`src/rtl/pine_bus_pkg.sv`:
```
// Shared types and constants for the pine external bus controller.
package pine_bus_pkg;

  localparam int unsigned ADDR_W = 20;
  localparam int unsigned DATA_W = 16;

  typedef enum logic [2:0] {
    ST_IDLE = 3'd0,
    ST_ADDR = 3'd1,
    ST_HOLD = 3'd2,
    ST_DATA = 3'd3,
    ST_TURN = 3'd4
  } state_e;

  typedef struct packed {
    logic              we;
    logic [ADDR_W-1:0] addr;
    logic [DATA_W-1:0] wdata;
  } req_t;

  typedef struct packed {
    logic ale;
    logic oe_n;
    logic we_n;
    logic pio;
    logic oe_lo;
    logic oe_hi;
  } strb_t;

  // Bus strobes with nothing driven and nothing selected
  localparam strb_t STRB_IDLE = '{ale: 1'b0, oe_n: 1'b1, we_n: 1'b1,
                                  pio: 1'b0, oe_lo: 1'b0, oe_hi: 1'b0};

  function automatic int unsigned cnt_w(input int unsigned a, input int unsigned b);
    return $clog2(((a > b) ? a : b) + 1);
  endfunction

endpackage

```
`src/rtl/pine_bus_waitcnt.sv`:
```
// Data-phase wait counter: load on entry, saturating decrement, zero flag.
module pine_bus_waitcnt #(
  parameter int unsigned W = 2
) (
  input  logic         clk,
  input  logic         rst,
  input  logic         i_load,
  input  logic [W-1:0] i_load_val,
  input  logic         i_dec,
  output logic         o_zero_c
);

  logic [W-1:0] r_cnt;

  always_ff @(posedge clk) begin
    if (rst) begin
      r_cnt <= '0;
    end else if (i_load) begin
      r_cnt <= i_load_val;
    end else if (i_dec && (r_cnt != '0)) begin
      r_cnt <= r_cnt - W'(1);
    end
  end

  assign o_zero_c = (r_cnt == '0);

endmodule

```
`src/rtl/pine_bus_ctrl.sv`:
```
// Multiplexed 20-bit external bus sequencer: ALE address phase, then a
// wait-stated data phase through the 245 transceivers to the SRAMs.
module pine_bus_ctrl
  import pine_bus_pkg::*;
#(
  parameter int unsigned WAIT_RD = 2,
  parameter int unsigned WAIT_WR = 2
) (
  input  logic              clk,
  input  logic              rst,
  input  logic              req_valid,
  output logic              req_ready,
  input  logic              req_we,
  input  logic [ADDR_W-1:0] req_addr,
  input  logic [DATA_W-1:0] req_wdata,
  output logic              rsp_valid,
  output logic [DATA_W-1:0] rsp_rdata,
  output logic [ADDR_W-1:0] bus_ad_o,
  output logic              bus_ad_oe_lo,
  output logic              bus_ad_oe_hi,
  input  logic [DATA_W-1:0] bus_ad_i,
  output logic              ale,
  output logic              oe_n,
  output logic              we_n,
  output logic              pio
);

  localparam int unsigned CNT_W = cnt_w(WAIT_RD, WAIT_WR);

  state_e            r_state, w_state_nx;
  req_t              r_req, w_req;
  strb_t             r_strb, w_strb;
  logic [ADDR_W-1:0] r_ad_o, w_ad_o;
  logic              r_req_ready, r_rsp_valid, w_rsp_valid;
  logic [DATA_W-1:0] r_rsp_rdata;
  logic              w_acc, w_first, w_rd_cap, w_cnt_zero;

  assign w_acc   = (r_state == ST_IDLE) && req_valid;
  assign w_req   = w_acc ? '{we: req_we, addr: req_addr, wdata: req_wdata} : r_req;
  assign w_first = (r_state == ST_HOLD);

  pine_bus_waitcnt #(.W(CNT_W)) u_waitcnt (
    .clk        (clk),
    .rst        (rst),
    .i_load     (r_state == ST_HOLD),
    .i_load_val (r_req.we ? CNT_W'(WAIT_WR) : CNT_W'(WAIT_RD)),
    .i_dec      (r_state == ST_DATA),
    .o_zero_c   (w_cnt_zero)
  );

  always_ff @(posedge clk) begin
    if (rst) r_state <= ST_IDLE;
    else     r_state <= w_state_nx;
  end

  always_comb begin
    w_state_nx = r_state;
    case (r_state)
      ST_IDLE: if (req_valid) w_state_nx = ST_ADDR;
      ST_ADDR: w_state_nx = ST_HOLD;
      ST_HOLD: w_state_nx = ST_DATA;
      ST_DATA: if (w_cnt_zero) w_state_nx = ST_TURN;
      ST_TURN: w_state_nx = ST_IDLE;
      default: w_state_nx = ST_IDLE;
    endcase
  end

  // Strobes are derived from the state being entered so they register in step with it
  always_comb begin
    w_strb      = STRB_IDLE;
    w_ad_o      = r_ad_o;
    w_rsp_valid = 1'b0;
    w_rd_cap    = 1'b0;
    case (w_state_nx)
      ST_ADDR: begin
        w_strb.ale   = 1'b1;
        w_strb.oe_lo = 1'b1;
        w_strb.oe_hi = 1'b1;
        w_ad_o       = w_req.addr;
      end
      ST_HOLD: begin
        w_strb.oe_lo = 1'b1;
        w_strb.oe_hi = 1'b1;
      end
      ST_DATA: begin
        w_strb.oe_hi = 1'b1;
        w_strb.pio   = 1'b1;
        w_strb.oe_n  = w_first;
        if (w_req.we) begin
          // First write cycle turns DIR around before the SRAM is selected
          w_strb.oe_lo = 1'b1;
          w_strb.we_n  = 1'b0;
          w_strb.pio   = ~w_first;
          w_ad_o       = {w_req.addr[ADDR_W-1:DATA_W], w_req.wdata};
        end
      end
      ST_TURN: begin
        w_strb.oe_hi = 1'b1;
        if (w_req.we) begin
          w_strb.oe_lo = 1'b1;
          w_strb.we_n  = 1'b0;
          w_strb.oe_n  = 1'b0;
        end else begin
          w_rsp_valid = 1'b1;
          w_rd_cap    = 1'b1;
        end
      end
      default: ;
    endcase
  end

  always_ff @(posedge clk) begin
    if (rst) begin
      r_req       <= '0;
      r_strb      <= STRB_IDLE;
      r_ad_o      <= '0;
      r_req_ready <= 1'b1;
      r_rsp_valid <= 1'b0;
      r_rsp_rdata <= '0;
    end else begin
      if (w_acc) r_req <= w_req;
      r_strb      <= w_strb;
      r_ad_o      <= w_ad_o;
      r_req_ready <= (w_state_nx == ST_IDLE);
      r_rsp_valid <= w_rsp_valid;
      if (w_rd_cap) r_rsp_rdata <= bus_ad_i;
    end
  end

  assign req_ready    = r_req_ready;
  assign rsp_valid    = r_rsp_valid;
  assign rsp_rdata    = r_rsp_rdata;
  assign bus_ad_o     = r_ad_o;
  assign bus_ad_oe_lo = r_strb.oe_lo;
  assign bus_ad_oe_hi = r_strb.oe_hi;
  assign ale          = r_strb.ale;
  assign oe_n         = r_strb.oe_n;
  assign we_n         = r_strb.we_n;
  assign pio          = r_strb.pio;

endmodule

```
`config.mk`:
```
export PLATFORM = sky130hd
export DESIGN_NAME = pine_bus_ctrl
export DESIGN_NICKNAME = d
export VERILOG_FILES = /design/src/rtl/pine_bus_pkg.sv /design/src/rtl/pine_bus_waitcnt.sv /design/src/rtl/pine_bus_ctrl.sv
export SDC_FILE = /design/constraint.sdc
export NUM_CORES = 1
export LEC_CHECK = 0
export ABC_CLOCK_PERIOD_IN_PS = 4000
export CORE_UTILIZATION = 51
export CTS_CLUSTER_SIZE = 30
export DETAILED_ROUTE_END_ITERATION = 8
export HOLD_SLACK_MARGIN = 0.03
export PLACE_DENSITY = 0.94
export SLEW_MARGIN = 20
export SYNTH_ARGS = -nofsm -noshare
export SYNTH_HDL_FRONTEND = slang
export SYNTH_SLANG_ARGS = --single-unit
```
`constraint.sdc`:
```
create_clock -name clk -period 4 [get_ports clk]
set_input_delay 0.6 -clock clk [delete_from_list [all_inputs] [get_ports clk]]
set_output_delay 0.6 -clock clk [all_outputs]
set_load 0.01 [all_outputs]
```
# After elaboration in Yosys (flattened, before gate mapping)
# Cells that the tools add are included.
# classes
bitwise	2
eq_ne	8
mux	16
n_reduce_logical	12
addsub	1
# op_table
op	count
one-hot mux 20 bit (2 select lines)	1
two-way mux 37 bit	1
two-way mux 20 bit	1
equality test 3 x 2 -> 1 bit, second input constant	4
one-hot mux 3 bit (4 select lines)	1
two-way mux 3 bit	3
equality test 3 x 1 -> 1 bit, second input constant	2
logical NOT 3 bit	2
two-way mux 2 bit	3
one-hot mux 2 bit (3 select lines)	1
nonzero test 2 bit	3
OR reduction 2 bit	3
two-way mux 1 bit	4
one-hot mux 2 bit (2 select lines)	1
equality test 3 bit, second input constant	1
logical AND 1 bit	2
logical NOT 2 bit	1
inequality test 2 bit, second input constant	1
NOT 1 bit	2
AND reduction 2 bit	1
subtractor 2 x 1 -> 2 bit, second input constant	1
# totals
ff_bits	86
output_inout_bits	44
input_bits	56
elab_cells	55

# Logic depth before layout (Yosys ltp)
# Gate-level depths: netlist of the first run.
# logic_depth
depth_word	6
mapped_depth	8
depth_no_buf	6

# Hierarchy
# A second synthesis of the first run with hierarchy kept.
# hier_totals
hier_cells	355
area_unflattened_um2	3452.1
# modules_own_cells
module	area_per_inst_um2	seq_area_each_um2	n_inst	cells_each
pine_bus_ctrl	3325.7	1681.6	1	341
pine_bus_waitcnt	126.4	40.0	1	14

# Worst setup path before layout of the first run
# No wires, ideal clock.
# synth_path
path_type	register to register
start	register u_waitcnt.r_cnt[0]
end	register r_ad_o[10], in the netlist bus_ad_o[10]
path_buffers	2
setup_time_ns	0.092
period_less_slack_ns	1.682
stages_incl_launch_ff	9
required_ns	3.908
path_slack_ns	2.318
arrival_time_ns	1.590
path_cell_list	dfxtp_1 inv_1 ha_1 nand2_2 a32oi_1 or3_1 buf_6 buf_6 o32ai_1
# synth_via
elab_chain_len	6
word_cells_on_any_way	9
cone_classes	eq/ne: 3; mux: 3; reduce/logical: 3
# synth_lines
element	line_no	rtl
from (decl)	pine_bus_waitcnt.sv:13	logic [W-1:0] r_cnt;
from (signal assigned)	pine_bus_waitcnt.sv:19	r_cnt <= i_load_val;
from (signal assigned)	pine_bus_waitcnt.sv:21	r_cnt <= r_cnt - W'(1);
logical NOT 2 bit *	pine_bus_waitcnt.sv:25	assign o_zero_c = (r_cnt == '0);
two-way mux 3 bit *	pine_bus_ctrl.sv:62	ST_DATA: if (w_cnt_zero) w_state_nx = ST_TURN;
one-hot mux 3 bit (4 select lines) *	pine_bus_ctrl.sv:58	case (r_state)
equality test 3 x 2 -> 1 bit or equality test 3 x 1 -> 1 bit (tied branches)	pine_bus_ctrl.sv:74	case (w_state_nx)
inequality test 2 bit (no line) or nonzero test 2 bit (tied branches)	--	
AND reduction 2 bit (no line)	--	
to (signal assigned)	pine_bus_ctrl.sv:123	r_ad_o <= w_ad_o;
to (decl)	pine_bus_ctrl.sv:33	logic [ADDR_W-1:0] r_ad_o, w_ad_o;
# Mark *: on every way between the ends. The rest lies on a longest branch, timed or not.
# A chain may end at the register's enable or synchronous reset.

# Worst setup path in the final report of the first run
# layout_path
start	register r_state[1]
end	register r_ad_o[11], in the netlist bus_ad_o[11]
# layout_via
elab_chain_len	5
word_cells_on_any_way	16
cone_classes	eq/ne: 6; mux: 6; reduce/logical: 4
# layout_lines
element	line_no	rtl
from (decl)	pine_bus_ctrl.sv:30	state_e r_state, w_state_nx;
from (signal assigned)	pine_bus_ctrl.sv:53	else r_state <= w_state_nx;
equality test 3 x 2 -> 1 bit, or another cell as far along	pine_bus_ctrl.sv:58	
one-hot mux 3 bit (4 select lines) or logical AND 1 bit (tied branches)	pine_bus_ctrl.sv:58, pine_bus_ctrl.sv:38	
equality test 3 x 2 -> 1 bit, or another cell as far along	pine_bus_ctrl.sv:74	
inequality test 2 bit (no line), or another cell as far along	--	
AND reduction 2 bit (no line) or one-hot mux 20 bit (2 select lines) (tied branches)	--	
# Parallel ways exist; a longest one is shown, timed or not. The select of a mux whose other input is x is not followed.

==> results of run 1 <==
## layer usage
layer  part of all wire  vias to the layer above  track usage
li1                   -                     1578            -
met1               0.42                     1528       0.3296
met2               0.47                      151       0.4146
met3              0.080                       18      0.05605
met4              0.022                        0       0.1310
met5                  0                        -            0
## logic make-up (layout without fill, tap and decap cells)
group | Yosys count | in the layout | synth area share
simple gates | 177 | 177 | 0.2474
flops | 86 | 86 | 0.4955
fa+ha+maj | 1 | 1 | 0.003600
compound gates | 101 | 101 | 0.1930
buf+inv | 42 | 124 | 0.05762
mux | 1 | 1 | 0.002881
## state kept, by name, summed over array words and instances (netlist names)
signal	cells
r_state	3
we_n	1
rsp_rdata	16
ale	1
oe_n	1
req_ready	1
bus_ad_o	20
rsp_valid	1
pio	1
bus_ad_oe_hi	1
r_req	37
bus_ad_oe_lo	1
u_waitcnt.r_cnt	2
## area by class of cell
type                    count  area, µm²  share of cell area
clock buffers               9      123.9             0.02641
multi-input cells         280       1553              0.3311
inverters                   5      18.77            0.004002
flip-flops and latches     86       1722              0.3671
clock inverters             7      160.2             0.03415
repair buffers            103       1016              0.2166
well taps                  77      96.34             0.02054
## worst max path at each step
stage	cells after the start	end
2_1_floorplan	8	bus_ad_o[10]$_SDFFE_PP0P_
3_3_place_gp	4	bus_ad_o[2]$_SDFFE_PP0P_
3_5_place_dp	4	bus_ad_o[11]$_SDFFE_PP0P_
4_1_cts	4	bus_ad_o[11]$_SDFFE_PP0P_
5_1_grt	4	bus_ad_o[10]$_SDFFE_PP0P_
6_report	4	bus_ad_o[11]$_SDFFE_PP0P_
## cell usage in the layout (no fill, tap or decap), types with 2 or more instances in the layout
cell type / n
or3_1: 3
nor3_1: 14
inv_1: 5
nand3_1: 2
clkdlybuf4s50_1: 98
nor2_1: 22
clkbuf_8: 9
nand2b_1: 19
bufinv_16: 5
a21oi_1: 47
clkinv_2: 2
dfxtp_1: 86
buf_4: 4
a211oi_1: 29
o32ai_1: 16
a311oi_1: 4
nand2_1: 81
and3_1: 29
## metrics by stage
step,cells,util,power [mW],hold WS (ns)
after floorplan,408,-,1.230,0.4319
after global placement,551,0.6821,1.383,0.4368
after detailed placement,551,0.6821,1.400,0.4429
after CTS,567,0.7261,2.230,0.4539
after global routing,567,0.7261,2.328,0.4752
final,567,0.7261,2.224,0.4525
## power breakdown
group / total [mW] / internal (mW) / switching (mW)
Combinational: 0.409 / 0.193 / 0.216
Sequential: 0.978 / 0.930 / 0.0474
Clock: 0.837 / 0.539 / 0.298
Total: 2.22 / 1.66 / 0.562
## critical path, cell delays in order (launching register included)
cell,delay [ns]
dfxtp_1,0.61
and2b_1,0.69
nand2_1,0.82
a211oi_1,0.58
o32ai_1,0.15
==> impl_results.md, run 1 <==
- Outcome: finished with violations
- Failing checks: design-rule violations
- Slew @ Worst Pin: approximately 1.1 ns
- Core ar.: 6459 µm²
- Placed inst area: 4405 µm²
- Synthesized Nets: 465
- Bufs on Longest Clock Path: 2
- Final period util: 0.7482
- Critical path startpoint: r_state[1]$_SDFF_PP0_
- Post-CTS sizing: 0
- Startpoint Class: register
- Max-slew violation count: 0
- DR vias/cell: 5.776
- Die area: 7147 µm²
- IO Pins: 100
- Post-Syn Instances: between 400 and 500
- Pre-CTS WS: roughly 1.1 ns
- Ys flop type: dfxtp_1
- Synth cell count leaders: 86 x dfxtp_1, 81 x nand2_1, 47 x a21oi_1, 29 x a211oi_1, 29 x and3_1
- Post-DP HPWL: about 5.7 mm
- Post-synth EDFFs: 0
- Hold_sp: r_req[13]$_SDFFE_PP0N_
- 1st-iter DRT viols: 239
- Smallest setup slack after layout: 1.007 ns
- Crit path kind: register to register
- Post-route ant nets: 0
- GR Overflow Total: 0
- Reg-to-reg startpoint: r_state[1]$_SDFF_PP0_
- WL final: 8.745 mm
- Die X: 84.54 µm
- Crit path required time: 4.22 ns
- Post-synth ARST share: 0
- Std-Cell Rows: 29
- Die Y: 84.54 µm
- Seq/Total Area, Yosys: 0.4955
- Critical Path AT: 3.21 ns
- Initial Util: 0.5380
- RSZ-0062 raised after global routing: no
- IO buf count: 99
- P_leak: 1.772 nW
- Vias in the first global route: 3207
- Max cap viols: 0
- Fmax: ~330 MHz
- FF-to-FF setup slack: 1.01 ns
- DR vias: 3275
- Setup TNS: 0 ns
- Most area-consuming cells after synthesis: dfxtp_1 50%, nand2_1 8.8%, a21oi_1 6.8%, a211oi_1 6.3%, and3_1 5.2%
- Router iterations before antenna repair: 7
- Max IR drop VDD: approximately 0.25 mV
- First-pass GRT wire length: 14.82 mm
- Final hold vios: 0
- Max_slew headroom: 0.2918
- Layout cells sized above 1: 0.05102
- Total number of H-tree levels: 3
- GRT Total Usage: 0.2585
- Setup violators final: 0
- Yosys warning count: 0
- Largest net degree at the start of global routing: around 80
- # nets final: 542
- Syn Area/Cell: 8.516 µm²
- CTS tree: built
- Crit end category: register
- Hold Path Class: register to register
- Most numerous cell in the Yosys netlist: dfxtp_1
- TritonCTS Sinks: 86
- Hold EP: r_req[13]$_SDFFE_PP0N_
- Yosys cell types: 33
- Worst reg2reg path depth: 4
- Final instance area: about 4700 µm²
- Inserted Diodes: 0
- CP max FO: 31
- Leading area contributor after synthesis: dfxtp_1
- WL per Instance: 15.42 µm
- PwrDens: around 470 nW/µm²
- Post-CTS Hold Buffers: 0
- Post-route minimum period: 2.993 ns
- Worst Clk Skew: 0.01088 ns
- Yosys top cell area share: 0.4955
- Fillers: around 460
- CTS Buf Count: 9
- FF+latch count, synth: 86
- Remaining DRCs: 11
- Worst hold path depth: 2
- Setup Fix Bufs, Post-CTS: 0
- Reg-to-Reg End: bus_ad_o[11]$_SDFFE_PP0P_
- Clock-pin slew on the worst setup and hold paths: 0.08 ns
- Gpl congestion: ~0.77
- Root buffer cell: clkbuf_8
- Netlist Area Pre-Place: 3475 µm²
- Initial antenna violation count: 0
- Area grow syn2layout: 34.97%
- Worst skew pair latency: between 0.3 and 0.4 ns
(Power assumes the default switching activity.)
==> inputs of run 2 (changes only) <==
--- a/config.mk
+++ b/config.mk
@@ -5,12 +5,12 @@
 export SDC_FILE = /design/constraint.sdc
 export NUM_CORES = 1
 export LEC_CHECK = 0
-export ABC_CLOCK_PERIOD_IN_PS = 4000
-export CORE_UTILIZATION = 51
+export ABC_CLOCK_PERIOD_IN_PS = 3100
+export CORE_UTILIZATION = 47
 export CTS_CLUSTER_SIZE = 30
 export DETAILED_ROUTE_END_ITERATION = 8
 export HOLD_SLACK_MARGIN = 0.03
-export PLACE_DENSITY = 0.94
+export PLACE_DENSITY = 0.88
 export SLEW_MARGIN = 20
 export SYNTH_ARGS = -nofsm -noshare
 export SYNTH_HDL_FRONTEND = slang
==> constraint.sdc (replaced) <==
create_clock -name clk -period 3.1 [get_ports clk]
set_input_delay 0.465 -clock clk [delete_from_list [all_inputs] [get_ports clk]]
set_output_delay 0.465 -clock clk [all_outputs]
set_load 0.01 [all_outputs]
==> run 2 against run 1 <==
The run now ends clean. Utilization fell by 5.5 points. Clock skew is 0.0060 ns lower. Non-clock buffer count grew 3. Critical endpoint is now bus_ad_o[7]$_SDFFE_PP0P_. Wire length grew 0.81%. Fmax up 41%. Sequential power rose by 29%. Power is 19% higher. Sequential share of layout area hardly changed. Worst hold slack improved by 0.0018 ns. Sequential cell count unchanged. First-iteration DRC count is 11% lower. Global-route usage decreased by 2.0 points.
==> impl_results.md, run 2 (synthesis gave the netlist of run 1 again) <==
- CP max stage cell: dfxtp_1
- Setup Fix Bufs, Post-CTS: 0
- Placed Instances: 573
- Pre-CTS WS: 0.8259 ns
- Max_slew headroom: 0.4022
- Post-CTS sizing: 0
- Gpl congestion: 0.8092
- CP max FO: 31
- Initial Util: 0.4977
- Crit path top cell by count: buf_4
- Smallest setup slack after layout: about 0.98 ns
- Outcome: finished, final reports clean
- First-pass GRT wire length: 14.31 mm
- Crit path largest cell delay: 0.63 ns
- GR Overflow Total: 0
- Max reg flops: 37
- DR vias/cell: 5.520
- Worst Path Buf+Inv: 2
- Setup violators final: 0
- Fillers: 578
- Placed inst area: 4464 µm²
- TritonCTS Sinks: 86
- 1st-iter DRT viols: ~210
- Final period util: 0.6846
- Post-DP HPWL: 5.668 mm
- Post-route ant nets: 0
- Vias in the first global route: 3106
- Die area: 7740 µm²
- Inserted Diodes: 0
- Slew @ Worst Pin: 0.8918 ns
- Final instance area: 4683 µm²
- Setup TNS: 0 ns
- Root buffer cell: clkbuf_8
- Layout cells sized above 1: 0.05680
- Worst hold slack: around 0.45 ns
- Hold Path Class: register to register
- CTS tree: built
- Die X: between 80 and 90 µm
- Max cap viols: 0
- Initial antenna violation count: 0
- P_leak: roughly 1.8 nW
- Footprint of the multi-input gates: 1553 µm²
- GRT Total Usage: 0.2389
- Remaining DRCs: 0
- Std-Cell Rows: 30
- Most frequent cells in the layout: 98 x clkdlybuf4s50_1, 86 x dfxtp_1, 81 x nand2_1, 47 x a21oi_1
- Biggest register: r_req
- Final Non-Filler Cells: 589
- Total number of H-tree levels: 3
- CTS Buf Count: 9
- WL final: 8.816 mm
- Post-CTS Hold Buffers: 0
- RSZ-0062 raised after global routing: no
- Max IR drop VDD: 0.2659 mV
- Core ar.: around 7000 µm²
- # nets final: 545
- Bufs on Longest Clock Path: 2
- WL per Instance: 14.97 µm
- Clock-pin slew on the worst setup and hold paths: 0.08 ns
- Seq. cell area: 1722 µm²
- Crit path required time: 3.31 ns
- Post-route minimum period: 2.122 ns
- Area grow syn2layout: 34.79%
- Final hold vios: 0
- Critical Path AT: 2.33 ns
- CP top delay family: flip-flops
- Startpoint Class: register
- Worst Clk Skew: about 0.005 ns
- Crit path kind: register to register
- Crit end category: register
- Cell chain of the critical path: and2b_1 > buf_4 > nand2_1 > buf_4 > a211oi_1 > o32ai_1
- IO Pins: 100
- PwrDens: roughly 560 nW/µm²
- FF-to-FF setup slack: around 0.98 ns
- DR vias: 3251
- Worst skew pair latency: roughly 0.35 ns
- Max-slew violation count: 0
- Fmax: 471.2 MHz
- Router iterations before antenna repair: 4
- Die Y: 87.98 µm
- Largest net degree at the start of global routing: 82
- IO buf count: 99
- Commonest non-fill, non-tap cell in the layout: clkdlybuf4s50_1
==> run 2: final timing paths <==
path,start,depth (start not counted),to
worst min-delay path,r_req[3]$_SDFFE_PP0N_,2,r_req[3]$_SDFFE_PP0N_
worst min register to register,r_req[3]$_SDFFE_PP0N_,2,r_req[3]$_SDFFE_PP0N_
worst max-delay path,r_state[1]$_SDFF_PP0_,6,bus_ad_o[7]$_SDFFE_PP0P_
worst max register to register,r_state[1]$_SDFF_PP0_,6,bus_ad_o[7]$_SDFFE_PP0P_
==> run 2: per-stage QoR <==
| stage | util | power [mW] |
|---|---|---|
| floorplan | - | 1.588 |
| global placement | 0.6394 | 1.802 |
| detailed placement | 0.6394 | 1.821 |
| CTS | 0.6708 | 2.652 |
| global route | 0.6708 | 2.768 |
| finish | 0.6708 | 2.638 |
==> run 2: per-layer routing <==
layer | track usage | vias to the layer above | wire length, µm
li1 | - | 1588 | -
met1 | 0.3006 | 1531 | 3747
met2 | 0.4066 | 126 | 4363
met3 | 0.05184 | 6 | 649
met4 | 0.07750 | 0 | 56
met5 | 0 | - | 0
==> run 2: final cells by class <==
cell class                 instances  share of cell area
clock buffer                      13             0.03820
clock inverter                     3            0.008549
inverter                           5            0.004007
multi-input combinational        280              0.3316
sequential                        86              0.3676
tap                               96             0.02565
timing repair buffer             106              0.2244
==> run 2: power by group <==
| group | internal [mW] | total (mW) | switching, mW | leakage (nW) |
|---|---|---|---|---|
| combinational | 0.259 | 0.537 | 0.277 | 0.942 |
| sequential | 1.20 | 1.26 | 0.0636 | 0.704 |
| clock | 0.458 | 0.837 | 0.379 | 0.115 |
==> run 2: tightest hold or removal path, stage by stage (launching register included) <==
cell and delay [ns]:
dfxtp_1 0.31, nand2_1 0.05, a21oi_1 0.05
==> inputs of run 3 (changes only) <==
--- a/config.mk
+++ b/config.mk
@@ -5,12 +5,12 @@
 export SDC_FILE = /design/constraint.sdc
 export NUM_CORES = 1
 export LEC_CHECK = 0
-export ABC_CLOCK_PERIOD_IN_PS = 3100
-export CORE_UTILIZATION = 47
+export ABC_CLOCK_PERIOD_IN_PS = 1700
+export CORE_UTILIZATION = 43
 export CTS_CLUSTER_SIZE = 30
 export DETAILED_ROUTE_END_ITERATION = 8
 export HOLD_SLACK_MARGIN = 0.03
-export PLACE_DENSITY = 0.88
+export PLACE_DENSITY = 0.85
 export SLEW_MARGIN = 20
 export SYNTH_ARGS = -nofsm -noshare
 export SYNTH_HDL_FRONTEND = slang
==> constraint.sdc (replaced) <==
create_clock -name clk -period 1.7 [get_ports clk]
set_input_delay 0.255 -clock clk [delete_from_list [all_inputs] [get_ports clk]]
set_output_delay 0.255 -clock clk [all_outputs]
set_load 0.01 [all_outputs]
==> run 3 against run 2 <==
The run now ends with negative setup slack left. First-iteration DRC count up 42%. Via count increased by 6.1%. Final cell count increased by 5.9%. Sequential cell count did not move. Clock power rose by 54%. Worst hold slack worse by 0.019 ns. Combinational power is 140% higher. Fmax rose by 19%. Critical path type unchanged. Largest cell class is now multi-input gates. Highest routed layer unchanged.
==> impl_results.md, run 3 (synthesis gave the netlist of run 1 again) <==
- Outcome: finished with violations
- Failing checks: negative setup slack
- Max_slew headroom: 0.6873
- Crit path kind: register to register
- Worst reg2reg path depth: 7
- 1st-iter DRT viols: 300
- DR vias/cell: between 5 and 6
- DR vias: 3450
- Final core utilization: 0.6603
- Post-route ant nets: 0
- Biggest register: r_req
- FF-to-FF setup slack: -0.09 ns
- Root buffer cell: clkbuf_8
- PwrDens: ~950 nW/µm²
- WL final: 10.06 mm
- Reg-to-Reg End: bus_ad_o[3]$_SDFFE_PP0P_
- Most frequent cells in the layout: 98 x clkdlybuf4s50_1, 83 x dfxtp_1, 81 x nand2_1, 47 x a21oi_1, 29 x and3_1
- Die area: 8444 µm²
- GR Overflow Total: 0
- Slew @ Worst Pin: 0.4690 ns
- First-pass GRT wire length: 15.17 mm
- Reg-to-reg startpoint: u_waitcnt.r_cnt[0]$_SDFFE_PP0P_
- Worst Clk Skew: 0.005595 ns
- Hold Path Class: primary input to register
- Total number of H-tree levels: 3
- Max-slew violation count: 0
- Std-Cell Rows: 32
- CP max FO: 8
- Max reg flops: 37
- Vias in the first global route: 3268
- Layout cells sized above 1: 0.1609
- Max cap viols: 0
- Critical Path AT: about 2 ns
- Clock-pin slew on the worst setup and hold paths: ~0.08 ns
- Worst skew pair latency: around 0.35 ns
- Initial antenna violation count: 0
- Setup violators final: 1
- Cell depth of the worst setup path: 7
- Area grow syn2layout: 47.61%
- WL per Instance: 16.12 µm
- RSZ-0062 raised after global routing: yes
- Gpl congestion: 0.7919
- Crit end category: register
- Max IR drop VDD: 0.4294 mV
- TritonCTS Sinks: 86
- Crit path required time: 1.93 ns
- Post-route minimum period: 1.789 ns
- Startpoint Class: register
- P_leak: 1.947 nW
- CP max stage cell: or3_4
- Die Y: 91.89 µm
- Fillers: between 500 and 600
- Inserted Diodes: 0
- CP top delay family: compound AO/OA/AOI/OAI gates
- CTS Buf Count: 9
- Pre-CTS WS: -0.2583 ns
- Worst hold path depth: 3
- Post-DP HPWL: 6.252 mm
- Bufs on Longest Clock Path: 2
- Post-CTS Hold Buffers: 0
- Cell chain of the critical path: inv_2 > ha_4 > nand2_4 > a32oi_2 > or3_4 > buf_12 > o32ai_1
- IO buf count: 99
- Router iterations before antenna repair: 5
- Fmax: 559.1 MHz
- Setup TNS: -0.08868 ns
- Hold_sp: rst
- Smallest setup slack after layout: -0.08868 ns
- Largest net degree at the start of global routing: 52
- # nets final: roughly 580
- GRT Total Usage: 0.2258
- Final hold vios: 0
- Crit path largest cell delay: about 0.38 ns
- Final period util: 1.052
- Worst Path Buf+Inv: 2
- Initial Util: 0.4473
- IO Pins: 100
- Remaining DRCs: 0
- Die X: approximately 92 µm
- Core ar.: ~7800 µm²
- Commonest non-fill, non-tap cell in the layout: clkdlybuf4s50_1
- Hold EP: rsp_valid$_SDFF_PP0_
- CTS tree: built
==> run 3: cell types whose count changed in the layout (fill, tap and decap cells not counted), sizes merged <==
| cell | previous run | this run |
|---|---|---|
| bufinv | 1 | 0 |
| clkinv | 2 | 1 |
| buf | 8 | 36 |
| clkinvlp | 0 | 2 |
| clkbuf | 13 | 14 |
==> run 3: per-layer routing <==
metal,track usage,vias up,share of wire
li1,-,1649,-
met1,0.2833,1601,0.42
met2,0.3713,188,0.48
met3,0.04146,12,0.080
met4,0.1120,0,0.017
met5,0,-,0
==> run 3: worst reg2reg max path, cell delays in order, from the launching register on <==
cell and delay, ns:
dfxtp_2 0.34, inv_2 0.05, ha_4 0.17, nand2_4 0.09, a32oi_2 0.13, or3_4 0.38
buf_12 0.17, o32ai_1 0.35
==> run 3: worst max-delay path by stage <==
stage                                     from                        end
3_5_place_dp                         req_valid  bus_ad_o[17]$_SDFFE_PP0P_
3_3_place_gp                         req_valid  bus_ad_o[18]$_SDFFE_PP0P_
5_1_grt        u_waitcnt.r_cnt[0]$_SDFFE_PP0P_   bus_ad_o[3]$_SDFFE_PP0P_
4_1_cts                  r_state[0]$_SDFF_PP0_             pio$_SDFF_PP0_
2_1_floorplan  u_waitcnt.r_cnt[0]$_SDFFE_PP0P_  bus_ad_o[10]$_SDFFE_PP0P_
6_report       u_waitcnt.r_cnt[0]$_SDFFE_PP0P_   bus_ad_o[3]$_SDFFE_PP0P_
==> run 3: through the flow <==
stage | std cells | hold slack (ns) | instance area, µm² | total power, mW
after CTS | 615 | 0.4138 | 4925 | 4.741
after detailed placement | 599 | 0.4440 | 4647 | 3.413
final | 624 | 0.4349 | 5129 | 4.881
after global placement | 599 | 0.4373 | 4647 | 3.376
after global routing | 624 | 0.4472 | 5129 | 5.095
after floorplan | 408 | 0.3810 | 3475 | 2.895
==> run 3: timing repair <==
action / CTS / global route
gates cloned: 0 / 3
gates resized for setup: 17 / 25
pin swaps: 1 / 6
setup buffers: 1 / 6
endpoints found under the setup margin: 18 / 26
==> run 3: cell type report <==
cell class,count,area (µm²),area share
tap,102,127.6,0.02488
multi-input combinational,280,1732,0.3376
inverter,5,18.77,0.003659
clock buffer,12,155.1,0.03025
timing repair buffer,136,1348,0.2627
sequential,86,1728,0.3369
clock inverter,3,20.02,0.003903
==> run 3: where the power goes <==
| part | switching [mW] | internal [mW] | total, mW |
|---|---|---|---|
| logic | 0.653 | 0.651 | 1.30 |
| registers | 0.0981 | 2.19 | 2.29 |
| clock network | 0.687 | 0.601 | 1.29 |
